<file path="src/rtl/mem_wb_stage.sv">
// rtl/mem_wb_stage.sv - RISC-V memory-access and writeback stage
module mem_wb_stage #(
  parameter int XLEN    = 32,
  parameter int RADDR_W = 5
) (
  input  logic               clk,
  input  logic               rst,
  input  logic               in_valid,
  output logic               in_ready,
  input  logic               in_wreg,
  input  logic [RADDR_W-1:0] in_wd,
  input  logic [XLEN-1:0]    in_result,
  input  logic               in_ld,
  input  logic               in_st,
  input  logic [2:0]         in_funct3,
  input  logic [XLEN-1:0]    in_sdata,
  output logic               mem_req,
  output logic               mem_we,
  output logic [XLEN-1:0]    mem_addr,
  output logic [3:0]         mem_be,
  output logic [XLEN-1:0]    mem_wdata,
  input  logic               mem_ack,
  input  logic [XLEN-1:0]    mem_rdata,
  output logic               wb_we,
  output logic [RADDR_W-1:0] wb_waddr,
  output logic [XLEN-1:0]    wb_wdata,
  output logic               exc_misalign
);

  localparam logic [0:0] IDLE = 1'b0;
  localparam logic [0:0] MEM  = 1'b1;

  logic [0:0]         state;
  logic [2:0]         ld_funct3;
  logic [1:0]         ld_off;
  logic               ld_wb;
  logic [RADDR_W-1:0] ld_rd;

  logic            accept;
  logic            is_mem;
  logic            f3_ok;
  logic            misalign;
  logic            bad;
  logic            rd_write;
  logic [3:0]      st_be;
  logic [XLEN-1:0] st_data;
  logic [XLEN-1:0] lane;
  logic [XLEN-1:0] ld_val;

  assign in_ready = (state == IDLE) && !rst;
  assign accept   = in_valid && in_ready;
  assign is_mem   = in_ld || in_st;
  assign mem_req  = (state == MEM);
  assign rd_write = in_wreg && (in_wd != '0);
  assign misalign = ((in_funct3[1:0] == 2'b01) && in_result[0]) ||
                    ((in_funct3[1:0] == 2'b10) && (in_result[1:0] != 2'b00));
  assign bad      = is_mem && (!f3_ok || misalign);

  always_comb begin
    f3_ok = 1'b0;
    if (in_ld) begin
      case (in_funct3)
        3'b000, 3'b001, 3'b010, 3'b100, 3'b101: f3_ok = 1'b1;
        default:                                f3_ok = 1'b0;
      endcase
    end else begin
      f3_ok = (in_funct3 == 3'b000) || (in_funct3 == 3'b001) || (in_funct3 == 3'b010);
    end
  end

  // Store lanes are replicated so the memory only needs the byte enables.
  always_comb begin
    st_be   = 4'b1111;
    st_data = in_sdata;
    case (in_funct3[1:0])
      2'b00: begin
        st_be   = 4'b0001 << in_result[1:0];
        st_data = {(XLEN/8){in_sdata[7:0]}};
      end
      2'b01: begin
        st_be   = 4'b0011 << {in_result[1], 1'b0};
        st_data = {(XLEN/16){in_sdata[15:0]}};
      end
      default: begin
        st_be   = 4'b1111;
        st_data = in_sdata;
      end
    endcase
  end

  always_comb begin
    lane   = mem_rdata >> {ld_off, 3'b000};
    ld_val = lane;
    case (ld_funct3)
      3'b000:  ld_val = {{(XLEN-8){lane[7]}}, lane[7:0]};
      3'b001:  ld_val = {{(XLEN-16){lane[15]}}, lane[15:0]};
      3'b100:  ld_val = {{(XLEN-8){1'b0}}, lane[7:0]};
      3'b101:  ld_val = {{(XLEN-16){1'b0}}, lane[15:0]};
      default: ld_val = lane;
    endcase
  end

  always_ff @(posedge clk) begin
    if (rst) begin
      state        <= IDLE;
      mem_we       <= 1'b0;
      mem_addr     <= '0;
      mem_be       <= 4'b0000;
      mem_wdata    <= '0;
      wb_we        <= 1'b0;
      wb_waddr     <= '0;
      wb_wdata     <= '0;
      exc_misalign <= 1'b0;
      ld_funct3    <= 3'b000;
      ld_off       <= 2'b00;
      ld_wb        <= 1'b0;
      ld_rd        <= '0;
    end else begin
      wb_we        <= 1'b0;
      exc_misalign <= 1'b0;
      case (state)
        IDLE: begin
          if (accept) begin
            if (!is_mem) begin
              if (rd_write) begin
                wb_we    <= 1'b1;
                wb_waddr <= in_wd;
                wb_wdata <= in_result;
              end
            end else if (bad) begin
              exc_misalign <= 1'b1;
            end else begin
              state     <= MEM;
              mem_we    <= in_st;
              mem_addr  <= {in_result[XLEN-1:2], 2'b00};
              mem_be    <= in_st ? st_be : 4'b1111;
              mem_wdata <= st_data;
              ld_funct3 <= in_funct3;
              ld_off    <= in_result[1:0];
              ld_wb     <= in_ld && rd_write;
              ld_rd     <= in_wd;
            end
          end
        end
        default: begin
          if (mem_ack) begin
            state <= IDLE;
            if (ld_wb) begin
              wb_we    <= 1'b1;
              wb_waddr <= ld_rd;
              wb_wdata <= ld_val;
            end
          end
        end
      endcase
    end
  end

endmodule

</file>
<file path="config.mk">
export PLATFORM = sky130hd
export DESIGN_NAME = mem_wb_stage
export DESIGN_NICKNAME = d
export VERILOG_FILES = /design/src/rtl/mem_wb_stage.sv
export SDC_FILE = /design/constraint.sdc
export NUM_CORES = 1
export LEC_CHECK = 0
export BUFFER_PORTS_ARGS = -buffer_cell sky130_fd_sc_hd__buf_2
export CAP_MARGIN = 20
export CELL_PAD_IN_SITES_DETAIL_PLACEMENT = 0
export CELL_PAD_IN_SITES_GLOBAL_PLACEMENT = 1
export CORE_MARGIN = 5
export CORE_UTILIZATION = 37
export DETAILED_ROUTE_END_ITERATION = 8
export PLACE_DENSITY_LB_ADDON = 0.1
export SYNTH_ARGS = -nofsm -noshare
export SYNTH_HDL_FRONTEND = slang
export SYNTH_SLANG_ARGS = --single-unit
</file>
<file path="constraint.sdc">
create_clock -name clk -period 3.8 [get_ports clk]
set_input_delay 0.38 -clock clk [delete_from_list [all_inputs] [get_ports clk]]
set_output_delay 0.38 -clock clk [all_outputs]
set_load 0.005 [all_outputs]
</file>
==> flow_metrics.tcl, run 1 <==
set metrics [dict create \
    critPathSlowestCell "dfxtp_2" \
    overflow 0 \
    status "finished, final reports clean" \
    synth.avg_cell_area_sq_um 8.20 \
    p_per_area_mw_per_mm2 454 \
    rr_worst_depth 5 \
    dieArea_sq_mm 0.0174 \
    syn_inst 670 \
    insertedDiodeCount 0 \
    core_area_sq_mm 0.0145 \
    ios 221 \
    crit_buf_inv 1 \
    yosysWarnings 0 \
    peakVddDrop_uv 259 \
    fin_ws_ps 1160 \
    routed_wl_mm 18.3 \
    fin_nets 968 \
    antenna_found_initial 1 \
    cp.arrival_ps 2990 \
    die_y_um 132 \
    crit_path_start_kind "register" \
    period_share_pct 69.5 \
    cp-end-kind "register" \
    skew_ps 8.06 \
    vias 5407 \
    slew_viol_final 0 \
    final_cell_mix "217 x buf_2, 169 x nand2_1, 117 x dfxtp_1, 89 x a21oi_1, 53 x o21ai_0" \
    hold_viol 0 \
    grt_pass1_vias 5377 \
    insertion_delay_ps 420 \
    ant_nets 0 \
    cts-root-buf "clkbuf_16" \
    final_common_cell "buf_2" \
    cp_max_fo 31 \
    tritoncts "built" \
    ctsResizeCount 0 \
    ys_seq_elements 118 \
    rsz0062_at_grt "false" \
    worstMarginPinSlew_ps 910 \
    grt_usage_pct 20.6 \
    wire_per_inst_um 17.4 \
    hold_class "in -> reg" \
    area_growth_pct 30.9 \
    port_buffers 218 \
    nFillCells 1471 \
    cp.depth 5 \
    grt_pass1_wl_mm 28.8 \
    htreeDepth 4 \
    hpwl_mm 13.7 \
    synth.cell_area_sq_mm 0.00549 \
    design_area_sq_mm 0.00719 \
    drv_cap 0 \
    clock_sinks 118 \
    grt_max_degree 67 \
    worstPathRequired_ps 4150 \
    std_cell_rows 44 \
    relSlewSlack_pct 39.1 \
    clk_pin_slew_ps 50 \
    period_needed_ps 2640 \
    path_cells "buf_4, nand3_1, o22a_2, a311oi_2, a221o_1" \
    gp_congestion 0.797 \
    min_path_cells 3 \
    p_leak_nw 3.11 \
    criticalPathCategory "reg -> reg" \
    pre_cts_ws_ps 1150 \
    postCtsHoldBufs 0 \
    ys_seq_area_share_pct 43.0 \
    dr.pass1.iters 5 \
    synth.distinct_cells 37 \
    first_iter_violations 357 \
    cts_buffer_depth 2 \
    setup_viol 0 \
    cts_buffers 17 \
    cpPeakStageDelay_ps 640 \
    drcViolationCount 0 \
    whs_ps 218 \
    final.setup.tns_ps 0 \
    vias_per_cell 5.13 \
    path_delay_family "compound AO/OA/AOI/OAI gates" \
    cts_setup_buffers 0 \
    fmax_ghz 0.379 \
    drive_gt1_share_pct 32.8 \
    dpl_cell_area_sq_mm 0.00658 \
    die_x_um 132 \
    floorplan.initialDensity_pct 37.8 \
]
[synthesized netlist by cell type]
master / number / area (sq um)
a211oi_1: 15 / 113
a21bo_2: 1 / 10.0
a21oi_1: 89 / 445
a221o_1: 8 / 80.1
a2bb2oi_1: 1 / 8.76
a311oi_1: 4 / 35.0
a311oi_2: 8 / 120
and2_1: 2 / 12.5
buf_1: 3 / 11.3
buf_2: 17 / 85.1
buf_4: 4 / 30.0
buf_6: 6 / 67.6
clkbuf_1: 28 / 105
conb_1: 1 / 3.75
dfxtp_1: 118 / 2360
inv_1: 2 / 7.51
mux2i_1: 47 / 470
mux4_2: 1 / 22.5
nand2_1: 170 / 638
nand2b_1: 5 / 31.3
nand3_1: 2 / 10.0
nor2_1: 35 / 131
nor2b_1: 12 / 75.1
nor3_1: 2 / 10.0
nor4b_1: 8 / 70.1
o2111ai_1: 1 / 8.76
o211a_1: 1 / 10.0
o21ai_0: 53 / 265
o21ai_1: 2 / 10.0
o21bai_1: 1 / 7.51
o221ai_1: 1 / 8.76
o22a_2: 1 / 10.0
o31ai_1: 1 / 7.51
o41ai_2: 8 / 130
or2_2: 9 / 56.3
or3b_1: 1 / 8.76
or4_1: 2 / 15.0
[power breakdown]
| part | switching, mW | leakage [nW] | internal, mW |
|---|---|---|---|
| clock network | 0.559 | 0.296 | 1.10 |
| logic | 0.184 | 1.86 | 0.132 |
| registers | 0.0228 | 0.956 | 1.27 |
[path summary, 6_finish.rpt]
kind,endpoint,from,slack (ps)
setup reg to reg,wb_wdata[20],mem_req,1160
hold reg to reg,mem_addr[11],mem_addr[11],450
setup / recovery,wb_wdata[20],mem_req,1160
hold / removal,mem_addr[13],in_result[13],220
[stage by stage]
step / cells / power (mW) / util, %
after floorplan: 671 / 1.49 / -
after global placement: 1022 / 1.63 / 45.3
after detailed placement: 1022 / 1.64 / 45.3
after CTS: 1054 / 3.30 / 49.5
after global routing: 1054 / 3.40 / 49.5
final: 1054 / 3.27 / 49.5
[layer usage]
metal | GRT usage, % | wire length [um] | up-vias
met5 | 0 | 7 | -
met4 | 5.26 | 170 | 2
met3 | 7.29 | 1390 | 17
met2 | 34.7 | 9000 | 183
met1 | 25.1 | 7770 | 2493
li1 | - | - | 2712
[cells by family (layout without fill, tap and decap cells)]
group                  count (synthesis)  count (layout)  synth area share (%)
AOI/OAI and AO/OA                    195             195                  23.1
buffers and inverters                 60             259                  5.58
DFF                                  118             118                  43.0
muxes                                 48              48                  8.97
other                                  1               2                0.0683
and+or+nand+nor                      248             248                  19.3
[worst min-delay path, stage by stage]
cell and delay [ps]:
buf_2 110, nand2_1 50, a21oi_1 50
[cell type report]
| class | count | area, sq um | share of cell area (%) |
|---|---|---|---|
| clock buffers | 24 | 492 | 6.84 |
| clock inverters | 8 | 120 | 1.67 |
| inverters | 2 | 7.51 | 0.104 |
| multi-input cells | 493 | 2830 | 39.4 |
| flip-flops and latches | 118 | 2360 | 32.9 |
| well taps | 184 | 230 | 3.20 |
| repair buffers | 225 | 1150 | 15.9 |
[flip-flops by register name, summed over array words and instances, names as in the netlist]
name / cells
mem_addr: 30
mem_wdata: 32
wb_we: 1
ld_rd: 5
mem_we: 1
ld_wb: 1
exc_misalign: 1
ld_off: 2
ld_funct3: 3
mem_be: 4
wb_waddr: 5
wb_wdata: 32
mem_req: 1
No activity file was read; power rests on OpenSTA's default activity.
==> inputs of run 2 (changes only) <==
CORE_UTILIZATION = 31   (was 37)
clock period = 2.4 ns   (was 3.8 ns; I/O delays follow)
==> run 2 against run 1 <==
Utilization decreased by 7.1 points. Final area increased by 2.2%. First-iteration DRC count decreased by 24%. Die area increased by 18%. Fmax increased by 24%. Wire length increased by 6.7%. Via count increased by 2.0%. Total power increased by 60%. Sequential power increased by 57%. Non-clock buffer count increased by 9. Critical path type unchanged. Critical endpoint is now wb_wdata[21]. Largest cell class unchanged. Largest power group unchanged.
==> flow_metrics.tcl, run 2 (synthesis gave the netlist of run 1 again) <==
set metrics [dict create \
    path_cells "buf_4, o21ai_1, o21ai_0, a311oi_2, a221o_1" \
    final_common_cell "buf_2" \
    seq_area_sq_mm 0.00236 \
    setup_viol 0 \
    fmax_ghz 0.468 \
    skew_ps 6.00 \
    dr.pass1.iters 5 \
    overflow 0 \
    insertion_delay_ps 410 \
    crit_path_start_kind "register" \
    wire_per_inst_um 17.7 \
    dieArea_sq_mm 0.0205 \
    first_iter_violations 273 \
    clk_pin_slew_ps 60 \
    multiInputGateArea_sq_mm 0.00283 \
    ctsResizeCount 0 \
    peakVddDrop_uv 517 \
    cp_max_fo 21 \
    ios 221 \
    std_cell_rows 48 \
    cts_setup_buffers 0 \
    rsz0062_at_grt "false" \
    vias_per_cell 5.00 \
    period_needed_ps 2140 \
    finalNonFillerCells 1104 \
    drcViolationCount 0 \
    final.setup.tns_ps 0 \
    grt_pass1_vias 5278 \
    drive_gt1_share_pct 33.7 \
    fin_nets 977 \
    utilization_pct 42.4 \
    cts_buffer_depth 2 \
    drv_cap 0 \
    vias 5516 \
    slew_viol_final 0 \
    cpPeakStageDelay_ps 620 \
    cts-root-buf "clkbuf_16" \
    hpwl_mm 14.5 \
    postCtsHoldBufs 0 \
    gp_congestion 0.861 \
    dp.cells 1072 \
    core_area_sq_mm 0.0174 \
    die_x_um 143 \
    relSlewSlack_pct 41.0 \
    reg_top3 "mem_wdata x32, wb_wdata x32, mem_addr x30" \
    worstMarginPinSlew_ps 885 \
    critPathSlowestCell "a311oi_2" \
    period_share_pct 89.1 \
    floorplan.initialDensity_pct 31.7 \
    worstPathRequired_ps 2750 \
    nFillCells 1796 \
    cp-end-kind "register" \
    criticalPathCategory "reg -> reg" \
    die_y_um 143 \
    port_buffers 218 \
    hold_viol 0 \
    status "finished, final reports clean" \
    p_per_area_mw_per_mm2 711 \
    grt_pass1_wl_mm 29.4 \
    clock_sinks 118 \
    grt_usage_pct 18.5 \
    p_leak_nw 3.16 \
    cp.arrival_ps 2490 \
    routed_wl_mm 19.6 \
    cts_buffers 17 \
    hold_class "in -> reg" \
    antenna_found_initial 3 \
    grt_max_degree 75 \
    area_growth_pct 33.8 \
    final_cell_mix "217 x buf_2, 169 x nand2_1, 117 x dfxtp_1, 89 x a21oi_1, 53 x o21ai_0" \
    tritoncts "built" \
    ant_nets 0 \
    htreeDepth 4 \
]
run 2: final cells by class:
class | count | area share [%]
Multi-Input combinational cell | 493 | 38.6
Sequential cell | 118 | 32.2
Timing Repair Buffer | 234 | 17.0
Clock buffer | 17 | 5.79
Tap cell | 225 | 3.83
Clock inverter | 14 | 2.52
Inverter | 2 | 0.102
Antenna cell | 1 | 0.0340
run 2: critical path, delay by kind of cell (launching register included):
| family | cells | cell delay, ps |
|---|---|---|
| AOI/OAI and AO/OA | 4 | 1490 |
| buffers and inverters | 1 | 220 |
| DFF | 1 | 360 |
run 2: worst paths after layout:
path,from,end,slack [ps],cells after the start
worst max-delay path,mem_req,wb_wdata[21],260,5
worst min-delay path,rst,ld_funct3[2],70,2
worst max register to register,mem_req,wb_wdata[21],260,5
worst min register to register,wb_wdata[10],wb_wdata[10],450,2
run 2: through the flow:
step	power [mW]	hold slack (ps)	worst slack (ps)	cell area, sq um
floorplan	2.35	376	703	5500
global placement	2.61	433	239	6740
detailed placement	2.62	436	201	6740
CTS	5.30	54.8	239	7350
global route	5.44	68.7	166	7350
finish	5.23	72.0	262	7350
run 2: layer usage:
layer	share of wire (%)	wire (um)	global-route usage, %	vias to the layer above
li1	-	-	-	2720
met1	40	7890	22.2	2542
met2	48	9460	30.9	215
met3	9.2	1800	6.40	33
met4	2.0	382	6.45	6
met5	0.13	26	0	-
run 2: power by group:
part / internal [mW] / switching, mW
registers: 2.01 / 0.0278
logic: 0.221 / 0.306
clock network: 1.72 / 0.940
total: 3.95 / 1.27
==> inputs of run 3 (changes only) <==
CELL_PAD_IN_SITES_DETAIL_PLACEMENT = 1   (was 0)
==> run 3 against run 2 <==
Highest routed layer unchanged. Fmax shrank 1.5%. Sequential power is essentially flat. Sequential share of layout area up 0.055 points. Wire length rose by 6.7%. Clock-buffer cell count up 5. Clock skew is 2.7 ps higher. Worst setup slack lost 32 ps. Global-route usage increased by 1.8 points. Total power shrank 1.0%.
==> flow_metrics.tcl, run 3 (synthesis gave the netlist of run 1 again) <==
set metrics [dict create \
    status "finished, final reports clean" \
    fmax_ghz 0.461 \
    criticalPathCategory "reg -> reg" \
    reg_top3 "mem_wdata x32, wb_wdata x32, mem_addr x30" \
    core_area_sq_mm 0.0174 \
    ios 221 \
    final.setup.tns_ps 0 \
    insertion_delay_ps 420 \
    skew_ps 8.73 \
    routed_wl_mm 20.9 \
    clock_sinks 118 \
    overflow 0 \
    htreeDepth 4 \
    finalNonFillerCells 1107 \
    crit_path_start_kind "register" \
    cp-end-kind "register" \
    combPwrFrac_pct 10.3 \
    cp_max_fo 8 \
    drcViolationCount 0 \
    drv_cap 0 \
    relSlewSlack_pct 40.6 \
    worstPathRequired_ps 2760 \
    grt_usage_pct 20.3 \
    die_y_um 143 \
    setup_viol 0 \
    ctsResizeCount 0 \
    hold_class "in -> reg" \
    peakVddDrop_uv 527 \
    gp_congestion 0.861 \
    pre_cts_ws_ps 213 \
    hpwl_mm 15.4 \
    final_common_cell "buf_2" \
    hold_viol 0 \
    area_growth_pct 33.6 \
    dp.cells 1072 \
    fin_ws_ps 230 \
    std_cell_rows 48 \
    period_needed_ps 2170 \
    cts_buffer_depth 2 \
    vias_per_cell 5.06 \
    clkPwrFrac_pct 50.2 \
    cts_setup_buffers 0 \
    postCtsHoldBufs 0 \
    cts-root-buf "clkbuf_16" \
    p_per_area_mw_per_mm2 705 \
    final_cell_mix "217 x buf_2, 169 x nand2_1, 117 x dfxtp_1, 89 x a21oi_1, 53 x o21ai_0" \
    die_x_um 143 \
    dieArea_sq_mm 0.0205 \
    cp.arrival_ps 2530 \
    cts_buffers 17 \
    floorplan.initialDensity_pct 31.7 \
    rsz0062_at_grt "false" \
    slew_viol_final 0 \
    grt_max_degree 75 \
    dr.pass1.iters 4 \
    vias 5604 \
    p_int_mw 3.91 \
    period_share_pct 90.4 \
    wire_per_inst_um 18.9 \
    switching_share_pct 24.4 \
    first_iter_violations 287 \
    grt_pass1_vias 5912 \
    p_leak_nw 3.16 \
    drive_gt1_share_pct 33.4 \
    fin_nets 977 \
    clk_pin_slew_ps 60 \
    grt_pass1_wl_mm 32.4 \
    antenna_found_initial 5 \
    utilization_pct 42.3 \
    worstMarginPinSlew_ps 891 \
    port_buffers 218 \
    seqPwrFrac_pct 39.5 \
    power.switching_mw 1.26 \
    whs_ps 64.2 \
    tritoncts "built" \
    ant_nets 0 \
]
run 3: changes by cell type in the layout (fill, tap and decap cells not counted), sizes merged:
cell / previous run / this run
clkinvlp: 6 / 1
clkinv: 4 / 5
bufinv: 4 / 3
clkbuf: 17 / 22
diode: 1 / 4
run 3: routing by layer:
| metal | global-route usage [%] | routed length (um) |
|---|---|---|
| met1 | 23.9 | 8480 |
| met2 | 35.1 | 10400 |
| met3 | 5.99 | 1610 |
| met4 | 7.40 | 344 |
| met5 | 0 | 22 |
run 3: critical path: stages (launching register included):
cell and delay (ps):
dfxtp_1 410, nor2b_1 580, a2bb2oi_1 240, a311oi_2 630
a221o_1 260
run 3: path summary, 6_finish.rpt:
check | start | to | slack [ps] | cells after the start
setup / recovery | ld_off[0] | wb_wdata[20] | 230 | 4
hold / removal | in_result[17] | mem_addr[17] | 60 | 3
setup reg to reg | ld_off[0] | wb_wdata[20] | 230 | 4
hold reg to reg | wb_wdata[10] | wb_wdata[10] | 450 | 2
run 3: cell type report:
type,instances,area (sq um)
diodes,4,10.0
repair buffers,234,1250
flip-flops and latches,118,2360
inverters,2,7.51
clock buffers,22,464
fillers,2161,10000
multi-input cells,493,2830
well taps,225,282
clock inverters,9,126
run 3: power groups by stage:
stage | Sequential [mW] | Combinational [mW] | Clock [mW]
floorplan | 2.08 | 0.269 | 0
global placement | 2.08 | 0.525 | 0
detailed placement | 2.08 | 0.539 | 0
CTS | 2.04 | 0.543 | 2.65
global route | 2.05 | 0.591 | 2.78
finish | 2.04 | 0.534 | 2.60
run 3: metrics by stage:
step | power, mW | instance area, sq um
3_5_place_dp | 2.62 | 6740
3_3_place_gp | 2.61 | 6740
4_1_cts | 5.24 | 7330
2_1_floorplan | 2.35 | 5500
5_1_grt | 5.42 | 7330
6_report | 5.17 | 7340
